File: config.mk
export PLATFORM = sky130hd
export DESIGN_NAME = button_ctrl
export DESIGN_NICKNAME = d
export VERILOG_FILES = /design/src/rtl/button_ctrl.sv
export SDC_FILE = /design/constraint.sdc
export NUM_CORES = 1
export LEC_CHECK = 0
export CAP_MARGIN = 20
export CORE_ASPECT_RATIO = 0.9
export CORE_MARGIN = 4
export CORE_UTILIZATION = 45
export DETAILED_ROUTE_END_ITERATION = 8
export SKIP_LAST_GASP = 1
export SYNTH_ARGS = -nofsm -noshare
export SYNTH_HDL_FRONTEND = slang
export SYNTH_SLANG_ARGS = --single-unit
export TNS_END_PERCENT = 5
File: constraint.sdc
create_clock -name clk -period 2.28 [get_ports clk]
set_input_delay 0.684 -clock clk [delete_from_list [all_inputs] [get_ports clk]]
set_output_delay 0.684 -clock clk [all_outputs]
set_load 0.01 [all_outputs]
File: src/rtl/button_ctrl.sv
// Two-button up/down counter with debounced inputs.
// Each raw button is synchronized and debounced, then a small FSM turns
// presses into single steps, a hold into auto-repeat steps, and a
// simultaneous press of both buttons into a clear of the count.
module button_ctrl #(
  parameter int DEBOUNCE_CYCLES = 1000000,
  parameter int HOLD_CYCLES     = 50000000,
  parameter int REPEAT_CYCLES   = 10000000
) (
  input  logic       clk,
  input  logic       rst,
  input  logic [1:0] buttons,
  output logic [3:0] led,
  output logic       step,
  output logic       clr
);

  // Debounce counter only has to reach DEBOUNCE_CYCLES-1.
  localparam int DW = (DEBOUNCE_CYCLES > 1) ? $clog2(DEBOUNCE_CYCLES) : 1;
  // One shared timer serves both the hold and the repeat interval.
  localparam int TMAX = (HOLD_CYCLES > REPEAT_CYCLES) ? HOLD_CYCLES : REPEAT_CYCLES;
  localparam int TW   = (TMAX > 1) ? $clog2(TMAX) : 1;

  localparam logic [DW-1:0] DEB_ZERO    = DW'(0);
  localparam logic [DW-1:0] DEB_ONE     = DW'(1);
  localparam logic [DW-1:0] DEB_LAST    = DW'(DEBOUNCE_CYCLES - 1);
  localparam logic [TW-1:0] TIMER_ZERO  = TW'(0);
  localparam logic [TW-1:0] TIMER_ONE   = TW'(1);
  localparam logic [TW-1:0] HOLD_LAST   = TW'(HOLD_CYCLES - 1);
  localparam logic [TW-1:0] REPEAT_LAST = TW'(REPEAT_CYCLES - 1);

  typedef enum logic [1:0] {
    IDLE      = 2'd0,
    HOLD_WAIT = 2'd1,
    REPEAT    = 2'd2,
    BOTH      = 2'd3
  } state_t;

  logic [1:0]    r_sync1;
  logic [1:0]    r_sync2;
  logic [1:0]    r_deb;
  logic [DW-1:0] r_deb_cnt [2];
  logic [1:0]    r_lvl;
  logic [1:0]    r_rise;
  state_t        r_state;
  logic          r_dir;
  logic [TW-1:0] r_timer;
  logic [3:0]    r_led;
  logic          r_step;
  logic          r_clr;

  logic          w_dir_held;
  logic          w_other_held;
  logic [3:0]    w_led_step;

  // r_dir = 0 means counting up on button [0]; 1 means counting down on [1].
  assign w_dir_held   = r_dir ? r_lvl[1] : r_lvl[0];
  assign w_other_held = r_dir ? r_lvl[0] : r_lvl[1];
  assign w_led_step   = r_dir ? (r_led - 4'd1) : (r_led + 4'd1);

  assign led  = r_led;
  assign step = r_step;
  assign clr  = r_clr;

  // Two-flop synchronizer for the asynchronous button inputs
  always_ff @(posedge clk) begin
    if (rst) begin
      r_sync1 <= 2'b00;
      r_sync2 <= 2'b00;
    end else begin
      r_sync1 <= buttons;
      r_sync2 <= r_sync1;
    end
  end

  // Per-button debouncer: flip only after DEBOUNCE_CYCLES disagreeing samples in a row
  always_ff @(posedge clk) begin
    if (rst) begin
      r_deb <= 2'b00;
      for (int i = 0; i < 2; i++) begin
        r_deb_cnt[i] <= DEB_ZERO;
      end
    end else begin
      for (int i = 0; i < 2; i++) begin
        if (r_sync2[i] == r_deb[i]) begin
          r_deb_cnt[i] <= DEB_ZERO;
        end else if (r_deb_cnt[i] == DEB_LAST) begin
          r_deb[i]     <= r_sync2[i];
          r_deb_cnt[i] <= DEB_ZERO;
        end else begin
          r_deb_cnt[i] <= r_deb_cnt[i] + DEB_ONE;
        end
      end
    end
  end

  // Registered level and rising-edge stage feeding the FSM
  always_ff @(posedge clk) begin
    if (rst) begin
      r_lvl  <= 2'b00;
      r_rise <= 2'b00;
    end else begin
      r_lvl  <= r_deb;
      r_rise <= r_deb & ~r_lvl;
    end
  end

  // Control FSM: single steps, hold/auto-repeat timing and two-button clear
  always_ff @(posedge clk) begin
    if (rst) begin
      r_state <= IDLE;
      r_dir   <= 1'b0;
      r_timer <= TIMER_ZERO;
      r_led   <= 4'd0;
      r_step  <= 1'b0;
      r_clr   <= 1'b0;
    end else begin
      r_step <= 1'b0;
      r_clr  <= 1'b0;
      case (r_state)
        IDLE: begin
          r_timer <= TIMER_ZERO;
          if (r_lvl == 2'b11) begin
            r_led   <= 4'd0;
            r_clr   <= 1'b1;
            r_state <= BOTH;
          end else if (r_rise[0] && !r_lvl[1]) begin
            r_led   <= r_led + 4'd1;
            r_step  <= 1'b1;
            r_dir   <= 1'b0;
            r_state <= HOLD_WAIT;
          end else if (r_rise[1] && !r_lvl[0]) begin
            r_led   <= r_led - 4'd1;
            r_step  <= 1'b1;
            r_dir   <= 1'b1;
            r_state <= HOLD_WAIT;
          end else begin
            r_state <= IDLE;
          end
        end
        HOLD_WAIT: begin
          // The other button wins over everything, then release, then the timer.
          if (w_other_held) begin
            r_led   <= 4'd0;
            r_clr   <= 1'b1;
            r_timer <= TIMER_ZERO;
            r_state <= BOTH;
          end else if (!w_dir_held) begin
            r_timer <= TIMER_ZERO;
            r_state <= IDLE;
          end else if (r_timer == HOLD_LAST) begin
            r_led   <= w_led_step;
            r_step  <= 1'b1;
            r_timer <= TIMER_ZERO;
            r_state <= REPEAT;
          end else begin
            r_timer <= r_timer + TIMER_ONE;
          end
        end
        REPEAT: begin
          if (w_other_held) begin
            r_led   <= 4'd0;
            r_clr   <= 1'b1;
            r_timer <= TIMER_ZERO;
            r_state <= BOTH;
          end else if (!w_dir_held) begin
            r_timer <= TIMER_ZERO;
            r_state <= IDLE;
          end else if (r_timer == REPEAT_LAST) begin
            r_led   <= w_led_step;
            r_step  <= 1'b1;
            r_timer <= TIMER_ZERO;
            r_state <= REPEAT;
          end else begin
            r_timer <= r_timer + TIMER_ONE;
          end
        end
        BOTH: begin
          // Stay parked until both buttons are fully released.
          r_timer <= TIMER_ZERO;
          if (r_lvl == 2'b00) begin
            r_state <= IDLE;
          end else begin
            r_state <= BOTH;
          end
        end
        default: begin
          r_timer <= TIMER_ZERO;
          r_state <= IDLE;
        end
      endcase
    end
  end

  button_ctrl_chk u_chk (
    .clk  (clk),
    .rst  (rst),
    .led  (r_led),
    .step (r_step),
    .clr  (r_clr)
  );

endmodule

// Output property checker for button_ctrl.
module button_ctrl_chk (
  input logic       clk,
  input logic       rst,
  input logic [3:0] led,
  input logic       step,
  input logic       clr
);

  a_step_clr_excl: assert property (@(posedge clk) disable iff (rst)
    !(step && clr));

  a_led_change_flagged: assert property (@(posedge clk) disable iff (rst)
    (!$past(rst) && (led != $past(led))) |-> (step || clr));

endmodule
==> results.py, run 1 <==
metrics = {
    "clock_tree": {
        "clk_pin_slew_worst_paths_ns": 0.08,
        "ctsHoldBuffers": 0,
        "numCtsBuffers": 9,
        "postCtsSetupRepairBufs": 0,
        "htree_levels": 3,
        "insertion_delay_ns": 0.36,
        "numClockSinks": 85,
        "root_buffer": "clkbuf_8",
        "clockBufferDepth": 2,
        "ctsResizeCount": 0,
        "cts_tree": "yes",
    },
    "worst_setup_path": {
        "crit_arrival_ns": 2.46,
        "cp_max_fo": 6,
        "cp-start-kind": "flip-flop",
        "crit_type": "reg -> reg",
        "cp-end-kind": "flip-flop",
        "critPathRequiredTime_ns": 2.58,
    },
    "timing": {
        "period_minus_slack_ns": 2.16,
        "rsz0062_at_grt": "yes",
        "hold_viol_final": 0,
        "setup_viol": 0,
        "slew_violations": 0,
        "fmax_ghz": 0.463,
        "period_share_pct": 94.6,
        "timing.setup.tns_ns": 0,
        "fin_worst_skew_ns": 0.0119,
    },
    "power_and_ir_drop": {
        "powerDensity_nw_per_um2": 562,
        "finalPower_mw": 2.87,
        "ir_drop_v": 0.000331,
        "p_leak_nw": 1.74,
    },
    "logic_synthesis": {
        "synth-edff-count": 40,
        "synth_top_area_cell": "edfxtp_1",
        "postSynthCellCount": 470,
        "synth_area_um2": 4430,
        "async_flop_share_pct": 0,
        "postSynthAreaPerCell_um2": 9.42,
        "netlist_top_cells_area": "edfxtp_1, dfxtp_1, nor2_1, xnor2_1, xor2_1",
        "yosysSeqAreaShare_pct": 47.5,
        "synth_cell_types": 54,
        "yosysWarnings": 0,
        "synth_ff_type": "dfxtp_1",
        "synth-seq-cells": 85,
        "synth_top_area_share_pct": 27.1,
    },
    "route": {
        "drt_iter0_markers": 190,
        "vias_per_cell": 4.96,
        "route.detailed.drc": 0,
        "first_pass_iters": 4,
        "routed_wl_um": 8230,
        "postRouteAntennaNets": 0,
        "vias": 3275,
        "routedWlPerCell_um": 12.5,
    },
    "global_route": {
        "antenna_found_initial": 0,
        "grt_overflow": 0,
        "grt_pass1_wl_um": 14200,
        "grt_pass1_vias": 3099,
        "grt_max_degree": 27,
        "grt_usage_pct": 15.3,
    },
    "flow_run": {
        "maxCapViolCount": 0,
    },
    "finish": {
        "fin_cells": 660,
        "antenna_cells": 0,
        "synthToLayoutAreaGrowth_pct": 15.5,
        "regArea_um2": 2100,
        "nets": 543,
        "nFillCells": 914,
        "drive_gt1_share_pct": 6.93,
        "multi_input_area_um2": 2290,
    },
    "die": {
        "pin_count": 10,
        "dieHeight_um": 102,
        "coreArea_um2": 9610,
        "num_rows": 34,
        "die_w_um": 113,
        "initial_core_util_pct": 46.0,
        "dieArea_um2": 11500,
    },
    "placement": {
        "dp_hpwl_um": 5940,
        "dp_cells": 644,
        "place_congestion": 0.802,
        "place.port_buffers": 9,
    },
    "outcome": {
        "status": "finished clean",
    },
    "min_path": {
        "worstHoldPathType": "reg -> reg",
    },
}
[registers in the layout, summed over array words and instances (netlist names)]
signal     count
r_deb_cnt     40
r_lvl          2
r_timer       26
r_state        2
r_sync1        2
step           1
led            4
r_rise         2
r_dir          1
r_sync2        2
r_deb          2
clr            1
[critical path: stages (launching register included)]
cell	delay [ns]
dfxtp_1	0.32
or4b_1	0.51
or4_4	0.54
o211ai_1	0.31
and3_2	0.25
mux2i_1	0.17
[metrics by stage]
stage | hold WS (ns) | area, um2 | worst slack (ns) | util, %
6_report | 0.441 | 5110 | 0.122 | 53.1
3_5_place_dp | 0.427 | 4890 | 0.0552 | 50.8
3_3_place_gp | 0.420 | 4890 | 0.109 | 50.8
4_1_cts | 0.446 | 5100 | 0.0398 | 53.0
2_1_floorplan | 0.414 | 4570 | 0.137 | -
5_1_grt | 0.468 | 5110 | -0.0331 | 53.1
[cell usage after synthesis (2+ instances only)]
master and number:
nor2_1 88, dfxtp_1 45, edfxtp_1 40, xnor2_1 34
xor2_1 28, nand2_1 27, inv_1 26, nand4_1 21
nand3_1 20, clkbuf_1 13, nor2b_1 11, nor3_1 11
ha_1 10, mux2i_1 9, and3_1 8, a21oi_1 7
and4_1 7, o211ai_1 6, o21ai_0 6, and2_1 4
nor4_1 4, nor3b_1 3, nor4b_1 3, or3_1 3
a22oi_1 2, buf_6 2, nor4bb_1 2, o2111ai_1 2
o22ai_1 2, or4b_1 2
[report_power, final]
part           switching [mW]  total [mW]  internal [mW]
Combinational          0.0470      0.0852         0.0382
Clock                   0.531        1.13          0.595
Sequential             0.0314        1.66           1.63
Total                   0.610        2.87           2.26
[logic make-up after synthesis]
family / count (synthesis) / synth area share, %
DFF: 85 / 47.5
xor gates and xnor gates: 62 / 12.3
other: 1 / 0.0847
adders and majority gates: 10 / 2.83
AOI/OAI and AO/OA: 38 / 5.91
buffers and inverters: 44 / 4.18
and+or+nand+nor: 221 / 25.2
muxes: 9 / 2.04
[placed cells by master, fill, tap and decap left out, drive strengths merged, types with 2 or more instances in the layout]
cell,count
a21oi,7
a22oi,2
and2,4
and3,9
and4,7
buf,17
clkbuf,13
clkdlybuf4s50,9
clkinv,2
conb,40
dfxtp,45
edfxtp,40
ha,10
inv,26
mux2i,9
nand2,27
nand3,20
nand4,21
nor2,88
nor2b,11
nor3,11
nor3b,3
nor4,5
nor4b,3
nor4bb,2
o2111ai,2
o211ai,6
o21ai,7
o22ai,2
or3,3
or4b,2
xnor2,34
xor2,28
[layout make-up]
cell class                 count  area share (%)
inverter                      27            1.98
clock inverter                 3           0.833
multi-input combinational    380            44.9
timing repair buffer          26            4.75
clock buffer                  13            3.31
sequential                    85            41.1
tap                          126            3.09
[worst paths after layout]
kind	endpoint	start	depth (start not counted)	slack [ns]
min reg2reg	r_sync2[1]	r_sync1[1]	1	0.44
min	r_sync2[1]	r_sync1[1]	1	0.44
max	led[1]	r_timer[7]	5	0.12
max reg2reg	led[1]	r_timer[7]	5	0.12
[metal layers]
metal,routed length [um],up-vias,global-route usage [%]
li1,-,1718,-
met1,4150,1518,20.5
met2,3760,29,24.4
met3,205,10,3.73
met4,118,0,5.55
met5,0,-,0
Note: power is estimated with default switching activity, not from simulation.
==> inputs of run 2 (changes only) <==
==> constraint.sdc (replaced) <==
create_clock -name clk -period 1.8 [get_ports clk]
set_input_delay 0.54 -clock clk [delete_from_list [all_inputs] [get_ports clk]]
set_output_delay 0.54 -clock clk [all_outputs]
set_load 0.01 [all_outputs]
==> results.py, run 2 (synthesized netlist as in run 1, its figures left out) <==
metrics = {
    "clock_tree": {
        "cts_tree": "yes",
        "postCtsSetupRepairBufs": 0,
        "numCtsBuffers": 9,
        "numClockSinks": 85,
        "clk_pin_slew_worst_paths_ns": 0.09,
        "clockBufferDepth": 2,
        "htree_levels": 3,
        "insertion_delay_ns": 0.36,
        "root_buffer": "clkbuf_8",
    },
    "route": {
        "vias_per_cell": 4.88,
        "first_pass_iters": 4,
        "routed_wl_um": 8340,
        "route.detailed.drc": 0,
        "routedWlPerCell_um": 11.7,
        "postRouteAntennaNets": 0,
        "drt_iter0_markers": 248,
        "vias": 3464,
    },
    "finish": {
        "regMostFlops": "r_deb_cnt",
        "nets": 593,
        "layout_common_cells": "nor2_1, buf_4, dfxtp_1, edfxtp_1, conb_1",
        "postLayoutCoreUtil_pct": 56.5,
        "synthToLayoutAreaGrowth_pct": 22.8,
        "largest_register_ffs": 40,
        "final_common_cell": "nor2_1",
        "nFillCells": 904,
        "fin_cells": 710,
        "antenna_cells": 0,
        "fin_area_um2": 5440,
        "drive_gt1_share_pct": 15.1,
    },
    "flow_run": {
        "maxCapViolCount": 0,
    },
    "timing": {
        "period_minus_slack_ns": 2.15,
        "slew_violations": 0,
        "fmax_ghz": 0.466,
        "hold_viol_final": 0,
        "fin_worst_skew_ns": 0.0145,
        "hold_ws_ns": 0.443,
        "period_share_pct": 119,
        "setup_viol": 77,
        "timing.setup.tns_ns": -13.11,
        "finalWorstSetupSlack_ns": -0.348,
        "rsz0062_at_grt": "yes",
    },
    "placement": {
        "dp_cells": 694,
        "place_congestion": 0.798,
        "place_ws_ns": -0.430,
        "place.port_buffers": 9,
        "dp_hpwl_um": 6240,
        "placed_cell_area_um2": 5270,
    },
    "die": {
        "initial_core_util_pct": 46.0,
        "coreArea_um2": 9610,
        "dieArea_um2": 11500,
        "num_rows": 34,
        "die_w_um": 113,
        "pin_count": 10,
        "dieHeight_um": 102,
    },
    "worst_setup_path": {
        "critPathRequiredTime_ns": 2.10,
        "crit_arrival_ns": 2.44,
        "cp-end-kind": "flip-flop",
        "crit_type": "reg -> reg",
        "cp_max_fo": 5,
        "cp-start-kind": "flip-flop",
    },
    "global_route": {
        "grt_usage_pct": 15.4,
        "grt_overflow": 0,
        "grt_max_degree": 27,
        "grt_pass1_wl_um": 14500,
        "antenna_found_initial": 0,
        "grt_pass1_vias": 3133,
    },
    "power_and_ir_drop": {
        "powerDensity_nw_per_um2": 621,
        "finalPower_mw": 3.37,
        "p_leak_nw": 1.97,
        "ir_drop_v": 0.000310,
    },
    "outcome": {
        "failed_checks": "setup timing",
        "status": "finished with violations",
    },
    "min_path": {
        "worstHoldPathType": "reg -> reg",
    },
}
## run 2: layer usage
layer	vias up	GRT usage [%]	part of all wire, %
li1	1812	-	-
met1	1595	22.4	54
met2	46	22.7	41
met3	11	3.20	3.5
met4	0	5.82	1.7
met5	-	0	0
## run 2: worst paths after layout
kind | start | endpoint | slack (ns) | cells past startpoint
max | r_timer[11] | led[1] | -0.35 | 5
min | r_sync1[0] | r_sync2[0] | 0.44 | 1
min reg2reg | r_sync1[0] | r_sync2[0] | 0.44 | 1
max reg2reg | r_timer[11] | led[1] | -0.35 | 5
## run 2: report_power, final
part / internal (mW) / switching (mW) / total (mW)
clock network: 0.485 / 0.651 / 1.14
registers: 2.06 / 0.0304 / 2.09
logic: 0.0717 / 0.0742 / 0.146
## run 2: area by class of cell
type	instances	area, um2	area share [%]
Tap cell	126	158	2.90
Timing Repair Buffer	76	618	11.4
Sequential cell	85	2110	38.7
Inverter	27	101	1.86
Multi-Input combinational cell	380	2300	42.2
Clock buffer	10	128	2.35
Clock inverter	6	30.0	0.552
## run 2: repair_timing
| action | CTS | global route |
|---|---|---|
| pin swaps | 6 | 4 |
| gates resized for setup | 1 | 1 |
| setup endpoints to repair | 78 | 78 |
| hold buffers | 0 | 0 |
## run 2: critical path: stages, from the launching register on
cell,delay [ns]
dfxtp_2,0.32
or4b_4,0.52
or4_4,0.52
o211ai_1,0.32
and3_4,0.25
mux2i_1,0.17
